`config.mk`:
```
export PLATFORM = sky130hd
export DESIGN_NAME = cpu_bus_cycle_generator
export DESIGN_NICKNAME = d
export VERILOG_FILES = /design/src/rtl/cpu_bus_pkg.sv /design/src/rtl/bus_wait_timer.sv /design/src/rtl/cpu_bus_cycle_generator.sv
export SDC_FILE = /design/constraint.sdc
export NUM_CORES = 1
export LEC_CHECK = 0
export ABC_AREA = 0
export BUFFER_PORTS_ARGS = -buffer_cell sky130_fd_sc_hd__buf_2
export CAP_MARGIN = 20
export CORE_MARGIN = 2
export CORE_UTILIZATION = 40
export DETAILED_ROUTE_END_ITERATION = 6
export PLACE_DENSITY = 0.7
export SLEW_MARGIN = 10
export SYNTH_ARGS = -nofsm -noshare
export SYNTH_HDL_FRONTEND = slang
export SYNTH_SLANG_ARGS = --single-unit
```
`constraint.sdc`:
```
create_clock -name clock -period 1.6 [get_ports clock]
set_input_delay 0.24 -clock clock [delete_from_list [all_inputs] [get_ports clock]]
set_output_delay 0.24 -clock clock [all_outputs]
set_load 0.03 [all_outputs]
```
`src/rtl/cpu_bus_pkg.sv`:
```
// rtl/cpu_bus_pkg.sv - shared status codes, bus states and type helpers for the 8088 bus-cycle initiator
package cpu_bus_pkg;

  typedef enum logic [2:0] {
    ST_INTA       = 3'b000,
    ST_IO_READ    = 3'b001,
    ST_IO_WRITE   = 3'b010,
    ST_HALT       = 3'b011,
    ST_CODE_FETCH = 3'b100,
    ST_MEM_READ   = 3'b101,
    ST_MEM_WRITE  = 3'b110,
    ST_PASSIVE    = 3'b111
  } status_e;

  typedef enum logic [2:0] {
    BUS_IDLE = 3'd0,
    BUS_T1   = 3'd1,
    BUS_T2   = 3'd2,
    BUS_T3   = 3'd3,
    BUS_TW   = 3'd4,
    BUS_T4   = 3'd5
  } bus_state_e;

  localparam logic [2:0] STATUS_PASSIVE = ST_PASSIVE;

  function automatic logic is_read_type(input logic [2:0] t);
    return (t == ST_INTA) || (t == ST_IO_READ) || (t == ST_CODE_FETCH) || (t == ST_MEM_READ);
  endfunction

  function automatic logic is_write_type(input logic [2:0] t);
    return (t == ST_IO_WRITE) || (t == ST_MEM_WRITE);
  endfunction

endpackage

```
`src/rtl/bus_wait_timer.sv`:
```
// rtl/bus_wait_timer.sv - consecutive wait-state counter raising a timeout on the WAIT_TIMEOUT-th TW clock
module bus_wait_timer #(
  parameter int WAIT_TIMEOUT = 255
) (
  input  logic i_clock,
  input  logic i_reset,
  input  logic i_clear,
  input  logic i_enable,
  output logic o_timeout
);

  localparam int CW = (WAIT_TIMEOUT > 1) ? $clog2(WAIT_TIMEOUT) : 1;

  logic [CW-1:0] r_count;

  // r_count holds the number of TW clocks already completed before the current one
  always_ff @(posedge i_clock) begin
    if (i_reset || i_clear) begin
      r_count <= '0;
    end else if (i_enable && !o_timeout) begin
      r_count <= r_count + CW'(1);
    end
  end

  assign o_timeout = (WAIT_TIMEOUT != 0) && i_enable && (r_count == CW'(WAIT_TIMEOUT - 1));

endmodule

```
`src/rtl/cpu_bus_cycle_generator.sv`:
```
// rtl/cpu_bus_cycle_generator.sv - 8088 max-mode bus-cycle initiator; CPU_BUS_INTA_PAIR_EN enables paired INTA cycles
module cpu_bus_cycle_generator
  import cpu_bus_pkg::*;
#(
  parameter int WAIT_TIMEOUT = 255
) (
  input  logic        clock,
  input  logic        reset,
  input  logic        req_valid,
  output logic        req_ready,
  input  logic [2:0]  req_type,
  input  logic        req_lock,
  input  logic [19:0] req_address,
  input  logic [7:0]  req_write_data,
  output logic        resp_valid,
  output logic [7:0]  resp_data,
  output logic        resp_error,
  output logic [2:0]  processor_status,
  output logic        processor_lock_n,
  output logic [19:0] cpu_address,
  output logic [7:0]  cpu_data_bus,
  input  logic [7:0]  internal_data_bus,
  input  logic        ready,
  input  logic        address_enable_n
);

  localparam logic [2:0] S_IDLE = BUS_IDLE;
  localparam logic [2:0] S_T1   = BUS_T1;
  localparam logic [2:0] S_T2   = BUS_T2;
  localparam logic [2:0] S_T3   = BUS_T3;
  localparam logic [2:0] S_TW   = BUS_TW;
  localparam logic [2:0] S_T4   = BUS_T4;

  logic [2:0]  r_state;
  logic [2:0]  r_type;
  logic [19:0] r_address;
  logic [7:0]  r_wdata;
  logic [7:0]  r_rdata;
  logic        r_lock_n;
  logic        r_error;

  logic w_accept;
  logic w_timeout;
  logic w_leave_wait;
  logic w_pair_first;
  logic w_lock_req;

  bus_wait_timer #(.WAIT_TIMEOUT(WAIT_TIMEOUT)) u_wait_timer (
    .i_clock   (clock),
    .i_reset   (reset),
    .i_clear   (r_state != S_TW),
    .i_enable  (r_state == S_TW),
    .o_timeout (w_timeout)
  );

`ifdef CPU_BUS_INTA_PAIR_EN
  logic r_inta_second;

  // The first INTA T4 chains straight into the second cycle without a response
  always_ff @(posedge clock) begin
    if (reset) begin
      r_inta_second <= 1'b0;
    end else if (w_pair_first) begin
      r_inta_second <= 1'b1;
    end else if (w_accept) begin
      r_inta_second <= 1'b0;
    end
  end

  assign w_pair_first = (r_state == S_T4) && (r_type == ST_INTA) && !r_inta_second;
  assign w_lock_req   = req_lock || (req_type == ST_INTA);
`else
  assign w_pair_first = 1'b0;
  assign w_lock_req   = req_lock;
`endif

  assign req_ready = ((r_state == S_IDLE) || ((r_state == S_T4) && !w_pair_first))
                     && !address_enable_n && !reset;
  assign w_accept  = req_valid && req_ready;

  // Halt never samples ready; timeout only matters once in TW
  assign w_leave_wait = ((r_state == S_T3) && (ready || (r_type == ST_HALT)))
                     || ((r_state == S_TW) && (ready || w_timeout));

  always_ff @(posedge clock) begin
    if (reset) begin
      r_state   <= S_IDLE;
      r_type    <= STATUS_PASSIVE;
      r_address <= '0;
      r_wdata   <= '0;
      r_rdata   <= '0;
      r_lock_n  <= 1'b1;
      r_error   <= 1'b0;
    end else begin
      case (r_state)
        S_IDLE, S_T4: begin
          if (w_pair_first) begin
            r_state <= S_T1;
          end else if (w_accept) begin
            r_state   <= (req_type == ST_PASSIVE) ? S_T4 : S_T1;
            r_type    <= req_type;
            r_address <= req_address;
            r_wdata   <= req_write_data;
            r_rdata   <= '0;
            r_error   <= (req_type == ST_PASSIVE);
            r_lock_n  <= !(w_lock_req && (req_type != ST_PASSIVE));
          end else begin
            r_state  <= S_IDLE;
            r_lock_n <= 1'b1;
          end
        end
        S_T1: r_state <= S_T2;
        S_T2: r_state <= S_T3;
        S_T3, S_TW: begin
          if (w_leave_wait) begin
            r_state <= S_T4;
          end else begin
            r_state <= S_TW;
          end
          if (w_leave_wait && is_read_type(r_type)) begin
            r_rdata <= internal_data_bus;
          end
          if ((r_state == S_TW) && w_timeout && !ready) begin
            r_error <= 1'b1;
          end
        end
        default: r_state <= S_IDLE;
      endcase
    end
  end

  always_comb begin
    processor_status = STATUS_PASSIVE;
    if ((r_state == S_T1) || (r_state == S_T2) || (r_state == S_T3) || (r_state == S_TW)) begin
      processor_status = r_type;
    end
  end

  always_comb begin
    cpu_data_bus = '0;
    if (is_write_type(r_type) && ((r_state == S_T2) || (r_state == S_T3)
                                  || (r_state == S_TW) || (r_state == S_T4))) begin
      cpu_data_bus = r_wdata;
    end
  end

  assign resp_valid       = (r_state == S_T4) && !w_pair_first;
  assign resp_data        = r_rdata;
  assign resp_error       = r_error;
  assign processor_lock_n = r_lock_n;
  assign cpu_address      = r_address;

endmodule
```
==> results of run 1 <==
synth_stat cells (2+ instances only):
| cell | count | area (µm²) |
|---|---|---|
| nand3_1 | 3 | 15.0 |
| nand3b_1 | 5 | 37.5 |
| xor2_1 | 4 | 35.0 |
| clkbuf_1 | 12 | 45.0 |
| nand2b_1 | 3 | 18.8 |
| and2_1 | 9 | 56.3 |
| nor3_1 | 3 | 15.0 |
| xnor2_1 | 5 | 43.8 |
| or2_2 | 3 | 18.8 |
| dfxtp_1 | 52 | 1040 |
| ha_1 | 3 | 37.5 |
| buf_2 | 2 | 10.0 |
| a21oi_1 | 37 | 185 |
| a211oi_1 | 2 | 15.0 |
| o2111ai_1 | 2 | 17.5 |
| nand2_1 | 64 | 240 |
| nor2_1 | 11 | 41.3 |
| o21ai_0 | 9 | 45.0 |
| buf_6 | 3 | 33.8 |
| nor4_1 | 2 | 12.5 |
| inv_1 | 5 | 18.8 |
| nand4_1 | 9 | 56.3 |
timing repair:
| action | CTS | global route |
|---|---|---|
| gates cloned | 0 | 2 |
| resized for setup | 42 | 40 |
| setup endpoints to repair | 27 | 60 |
| pin swaps | 4 | 20 |
| setup buffers | 4 | 5 |
cells by family after synthesis:
family | count (synthesis)
buffers and inverters | 23
adders and majority gates | 3
xor gates and xnor gates | 9
AOI/OAI and AO/OA | 58
and+or+nand+nor | 121
DFF | 52
muxes | 1
layer usage:
metal  up-vias  share of wire
met3         2          0.071
li1       1136              -
met2        69           0.48
met5         -              0
met1      1051           0.44
met4         0         0.0066
final cells by class:
class | instances | area share
clock buffers | 6 | 0.0216
inverters | 5 | 0.00557
well taps | 72 | 0.0268
repair buffers | 124 | 0.255
flip-flops and latches | 52 | 0.314
multi-input cells | 192 | 0.366
clock inverters | 2 | 0.0115
path summary, 6_finish.rpt:
path | to
setup / recovery | cpu_data_bus[1]
hold reg to reg | r_wdata[5]
setup reg to reg | u_wait_timer.r_count[7]
hold / removal | r_type[1]
sequential cells by signal, indices dropped and copies added, names as in the netlist:
name,flops
r_state,3
u_wait_timer.r_count,8
r_type,3
resp_error,1
resp_data,8
r_wdata,8
processor_lock_n,1
cpu_address,20
worst max-delay path, delay by kind of cell, from the launching register on:
kind | cells | cell delay, ns
buffers and inverters | 2 | 0.28
DFF | 1 | 0.36
adders and majority gates | 1 | 0.26
and+or+nand+nor | 3 | 0.28
through the flow:
step                      total power, mW  utilization
after floorplan                      1.57            -
after global placement               1.69        0.530
after detailed placement             1.70        0.530
after CTS                            2.65        0.585
after global routing                 2.79        0.619
final                                2.68        0.619
power groups by stage:
stage	Clock [mW]	Combinational (mW)	Sequential, mW
5_1_grt	1.00	0.425	1.36
6_report	0.925	0.393	1.36
3_3_place_gp	0	0.306	1.39
3_5_place_dp	0	0.310	1.39
2_1_floorplan	0	0.141	1.43
4_1_cts	0.950	0.344	1.36
==> results.ini, run 1 <==
[run_status]
status=finished, violations left
violations=negative setup slack

[detailed_routing]
wl_um=6030
antenna_left=0
vias=2258
drc_errors=0
via_per_inst=4.98
drt_first_iter_violations=65
post_drt_wl_per_cell_um=13.3
firstDrtPassIters=4

[synth]
synthCells=267
synth_top_family_by_area=simple AND/OR/NAND/NOR gates
synth_edf_count=0
synthAdderAreaFrac=0.0169
netlist_area_um2=2220
yosysUniqueCellTypes=41
synth_seq_cells=52
synth-simple-area-share=0.271
synth_xor_area_frac=0.0355
yosysWarnings=0
synth_nets=315
yosysSeqAreaShare=0.468
synthMuxAreaShare=0.00507
synth_compound_area_frac=0.151
async_flop_share=0
synth_top_flop_cell=dfxtp_1
avgSynthCellArea_um2=8.32

[critical_path]
worstSetupStartpointType=flip-flop
max_stage_delay_ns=0.36
arrival_ns=1.50
path_max_fanout=8
crit_path_cell_trace=ha_4 -> nand2_2 -> nor2_1 -> buf_4 -> and2_4 -> buf_6
timing.rr.start=r_state[1]
endpoint_kind=output pin
cp_slowest_cell=dfxtp_4
r2r_slack_ns=-0.08
crit_start=r_state[2]
critPathKind=reg -> out
reg2reg_depth=6
cp.required_ns=1.36

[cts]
cts_inserted_buffers=5
clock-sinks=52
htreeDepth=2
clockBufferDepth=2
cts_tree=built
clock-root-buffer=clkbuf_8
clock_latency_ns=0.31
clkTransAtPathRegs_ns=0.10
postCtsHoldBufs=0

[sta]
holdWs_ns=0.149
fin_skew_ns=0.00638
fmax_ghz=0.576
max-slew-margin-rel=0.690
final-setup-viol-count=13
drv_slew=0
timing.final.ws_setup_ns=-0.136
finalCritPeriodShare=1.09
worstMarginPinSlew_ns=0.465
finalHoldViolCount=0
finalWorstPathRequiredPeriod_ns=1.74
rsz0062_at_grt=yes
fin_setup_tns_ns=-1.54

[place]
place_inst=435
placed_cell_area_um2=2890
dp_slack_ns=-0.0522
port_buffers=87
gp_congestion=0.846
hpwlAfterDp_um=4000

[cells_and_area]
area_growth_pct=51.5
fillers=487
final_cells=453
final_common_cell=buf_2
drive_above_1_share=0.462
regArea_um2=1060
multiInputGateArea_um2=1230
n_antenna_cell=0
final_cell_mix=buf_2 (75), nand2_1 (60), dfxtp_1 (44), a21oi_1 (36), buf_4 (28)
final_nets=428
final_area_um2=3370

[power_and_ir_drop]
vdd_ir_drop_max_mv=0.658
p_leak_nw=1.43
power_switching_uw=691
power.internal_mw=1.98
seqPwrFrac=0.508
powerDensity_nw_per_um2=795
clkPwrFrac=0.346
swShare=0.258
power_frac_comb=0.147

[floorplanning]
dieArea_um2=6170
die_x_um=78.5
chipHeight_um=78.5
core.rowCount=27
core_area_um2=5440
io_pins=88
start_util=0.409

[grt]
grt_pass1_vias=2085
grt_util_met1=0.236
antenna_found_initial=0
met3_usage=0.0563
met2_usage=0.310
grt_usage=0.191
grt.busiest_layer=met2
grt_overflow=0
grt_max_degree=45
grt_pass1_wl_um=9450

[flow_run]
drv_cap=0

[worst_hold_path]
min_from=req_type[1]
hp-class=in -> reg
worstHoldPathCells=3

No activity file was read; power rests on OpenSTA's default activity.
==> run 2, diff against run 1 <==
- PLACE_DENSITY: 0.7 -> 0.68
- clock period: 1.6 -> 1.85 ns (I/O delays scaled with it)
==> results.ini, run 2 (synthesis gave the netlist of run 1 again) <==
[grt]
grt_pass1_wl_um=9030  ; -4.4%
grt_pass1_vias=2040  ; -2.2%
grt_overflow=0  ; unchanged
antenna_found_initial=0  ; unchanged
grt_max_degree=45  ; unchanged
grt_usage=0.180  ; -0.0114

[cts]
clock-root-buffer=clkbuf_8
cts_inserted_buffers=5  ; unchanged
clock-sinks=52  ; unchanged
htreeDepth=2  ; unchanged
clockBufferDepth=2  ; unchanged
cts_tree=built
clkTransAtPathRegs_ns=0.09  ; about the same
clock_latency_ns=0.30  ; about the same

[detailed_routing]
drc_errors=0  ; unchanged
via_per_inst=4.93  ; -1.2%
drt_first_iter_violations=76  ; +17%
wl_um=5380  ; -11%
antenna_left=0  ; unchanged
vias=2133  ; -5.5%
firstDrtPassIters=4  ; unchanged
post_drt_wl_per_cell_um=12.4  ; -6.7%

[critical_path]
reg2reg_depth=6  ; unchanged
worstSetupStartpointType=flip-flop
arrival_ns=1.51  ; about the same
path_max_fanout=8  ; unchanged
timing.rr.start=u_wait_timer.r_count[0]
critPathKind=reg -> out
endpoint_kind=output pin
cp.required_ns=1.57  ; +0.21 ns
r2r_slack_ns=0.12  ; +0.20 ns
reg2reg_to=r_state[0]

[flow_run]
drv_cap=0  ; unchanged

[sta]
fin_skew_ns=0.00250  ; -0.00388 ns
final-setup-viol-count=0  ; -13
finalWorstPathRequiredPeriod_ns=1.79
timing.final.ws_setup_ns=0.0635  ; +0.200 ns
finalHoldViolCount=0  ; unchanged
drv_slew=0  ; unchanged
finalCritPeriodShare=0.966
rsz0062_at_grt=yes
max-slew-margin-rel=0.664  ; -0.0258
fmax_ghz=0.560
worstMarginPinSlew_ns=0.504  ; +0.0386 ns

[floorplanning]
dieArea_um2=6170  ; unchanged
core_area_um2=5440  ; unchanged
core.rowCount=27  ; unchanged
start_util=0.409  ; unchanged
chipHeight_um=78.5  ; unchanged
io_pins=88  ; unchanged
die_x_um=78.5  ; unchanged

[worst_hold_path]
min_from=req_type[0]
hp-class=in -> reg
hold_end=r_type[0]
worstHoldPathCells=3  ; unchanged

[power_and_ir_drop]
powerDensity_nw_per_um2=707  ; -11%
vdd_ir_drop_max_mv=0.482  ; -27%
p_leak_nw=1.24  ; -13%
total_power_mw=2.08  ; -22%

[place]
port_buffers=87  ; unchanged
placed_cell_area_um2=2760  ; -4.2%
dp_slack_ns=-0.00216  ; +0.0500 ns
hpwlAfterDp_um=3830  ; -4.4%
gp_congestion=0.733  ; -13%
place_inst=423  ; -2.8%

[cells_and_area]
area_growth_pct=32.5
final_common_cell=buf_2
drive_above_1_share=0.355  ; -0.107
final_cell_mix=buf_2 (79), nand2_1 (63), dfxtp_1 (51), a21oi_1 (37), buf_4 (17)
final_area_um2=2950  ; -13%
final_nets=408  ; -4.7%
largest_reg_flops=20  ; unchanged
n_antenna_cell=0  ; unchanged
regArea_um2=1040  ; -1.1%
fillers=536  ; +10%
final_cells=433  ; -4.4%
multiInputGateArea_um2=1090  ; -11%

[run_status]
status=finished clean

run 2: changes by cell type in the layout (fill, tap and decap cells not counted), moves of 3 or more:
| cell | delta |
|---|---|
| buf_6 | -9 |
| buf_4 | -11 |
| dfxtp_1 | +7 |
| and2_1 | +4 |
| and2_4 | -4 |
| buf_2 | +4 |
| dfxtp_2 | -6 |
| nand2_2 | -3 |
| nand2_1 | +3 |
run 2: where the power goes:
part	total [mW]	internal, mW	switching (mW)
clock	0.641	0.271	0.370
combinational	0.268	0.107	0.161
sequential	1.17	1.15	0.0196
total	2.08	1.53	0.551
run 2: worst max-delay path by stage:
stage                                 end  startpoint  depth (start not counted)  slack (ns)
after floorplan              resp_data[0]  r_state[2]                          7         0.1
after global placement       resp_data[3]  r_state[1]                          5        0.10
after detailed placement     resp_data[3]  r_state[1]                          5      -0.002
after CTS                    resp_data[3]  r_state[2]                          5        0.01
after global routing      cpu_data_bus[3]  r_state[1]                          5       -0.02
final                     cpu_data_bus[3]  r_state[1]                          5        0.06
run 2: layer usage:
layer | vias up | wire length (µm) | GRT usage
met5 | - | 0 | 0
met4 | 0 | 87 | 0.0561
met3 | 7 | 450 | 0.0644
met2 | 63 | 2540 | 0.290
met1 | 978 | 2300 | 0.225
li1 | 1085 | - | -
run 2: worst max-delay path, cell delays in order (launching register included):
cell and delay, ns:
dfxtp_4 0.37, ha_1 0.29, nand2_2 0.07, nor2_4 0.18, and2_4 0.18, buf_6 0.13
run 2: final cells by class:
type / count / share of cell area
Clock inverter: 1 / 0.00297
Multi-Input combinational cell: 192 / 0.371
Inverter: 5 / 0.00637
Clock buffer: 7 / 0.0259
Tap cell: 72 / 0.0306
Sequential cell: 52 / 0.355
Timing Repair Buffer: 104 / 0.208
run 2: timing repair:
action	CTS	global route
gates resized for setup	5	27
endpoints found under the setup margin	11	16
pin swaps	0	3
endpoints found under the hold margin	0	0
setup buffers	0	2
hold buffers	0	0
run 2: through the flow:
step / hold WS, ns / util / setup TNS (ns)
after floorplan: 0.399 / - / 0
after global placement: 0.439 / 0.508 / 0
after detailed placement: 0.445 / 0.508 / -0.00216
after CTS: 0.187 / 0.526 / 0
after global routing: 0.179 / 0.542 / -0.0256
final: 0.194 / 0.542 / 0
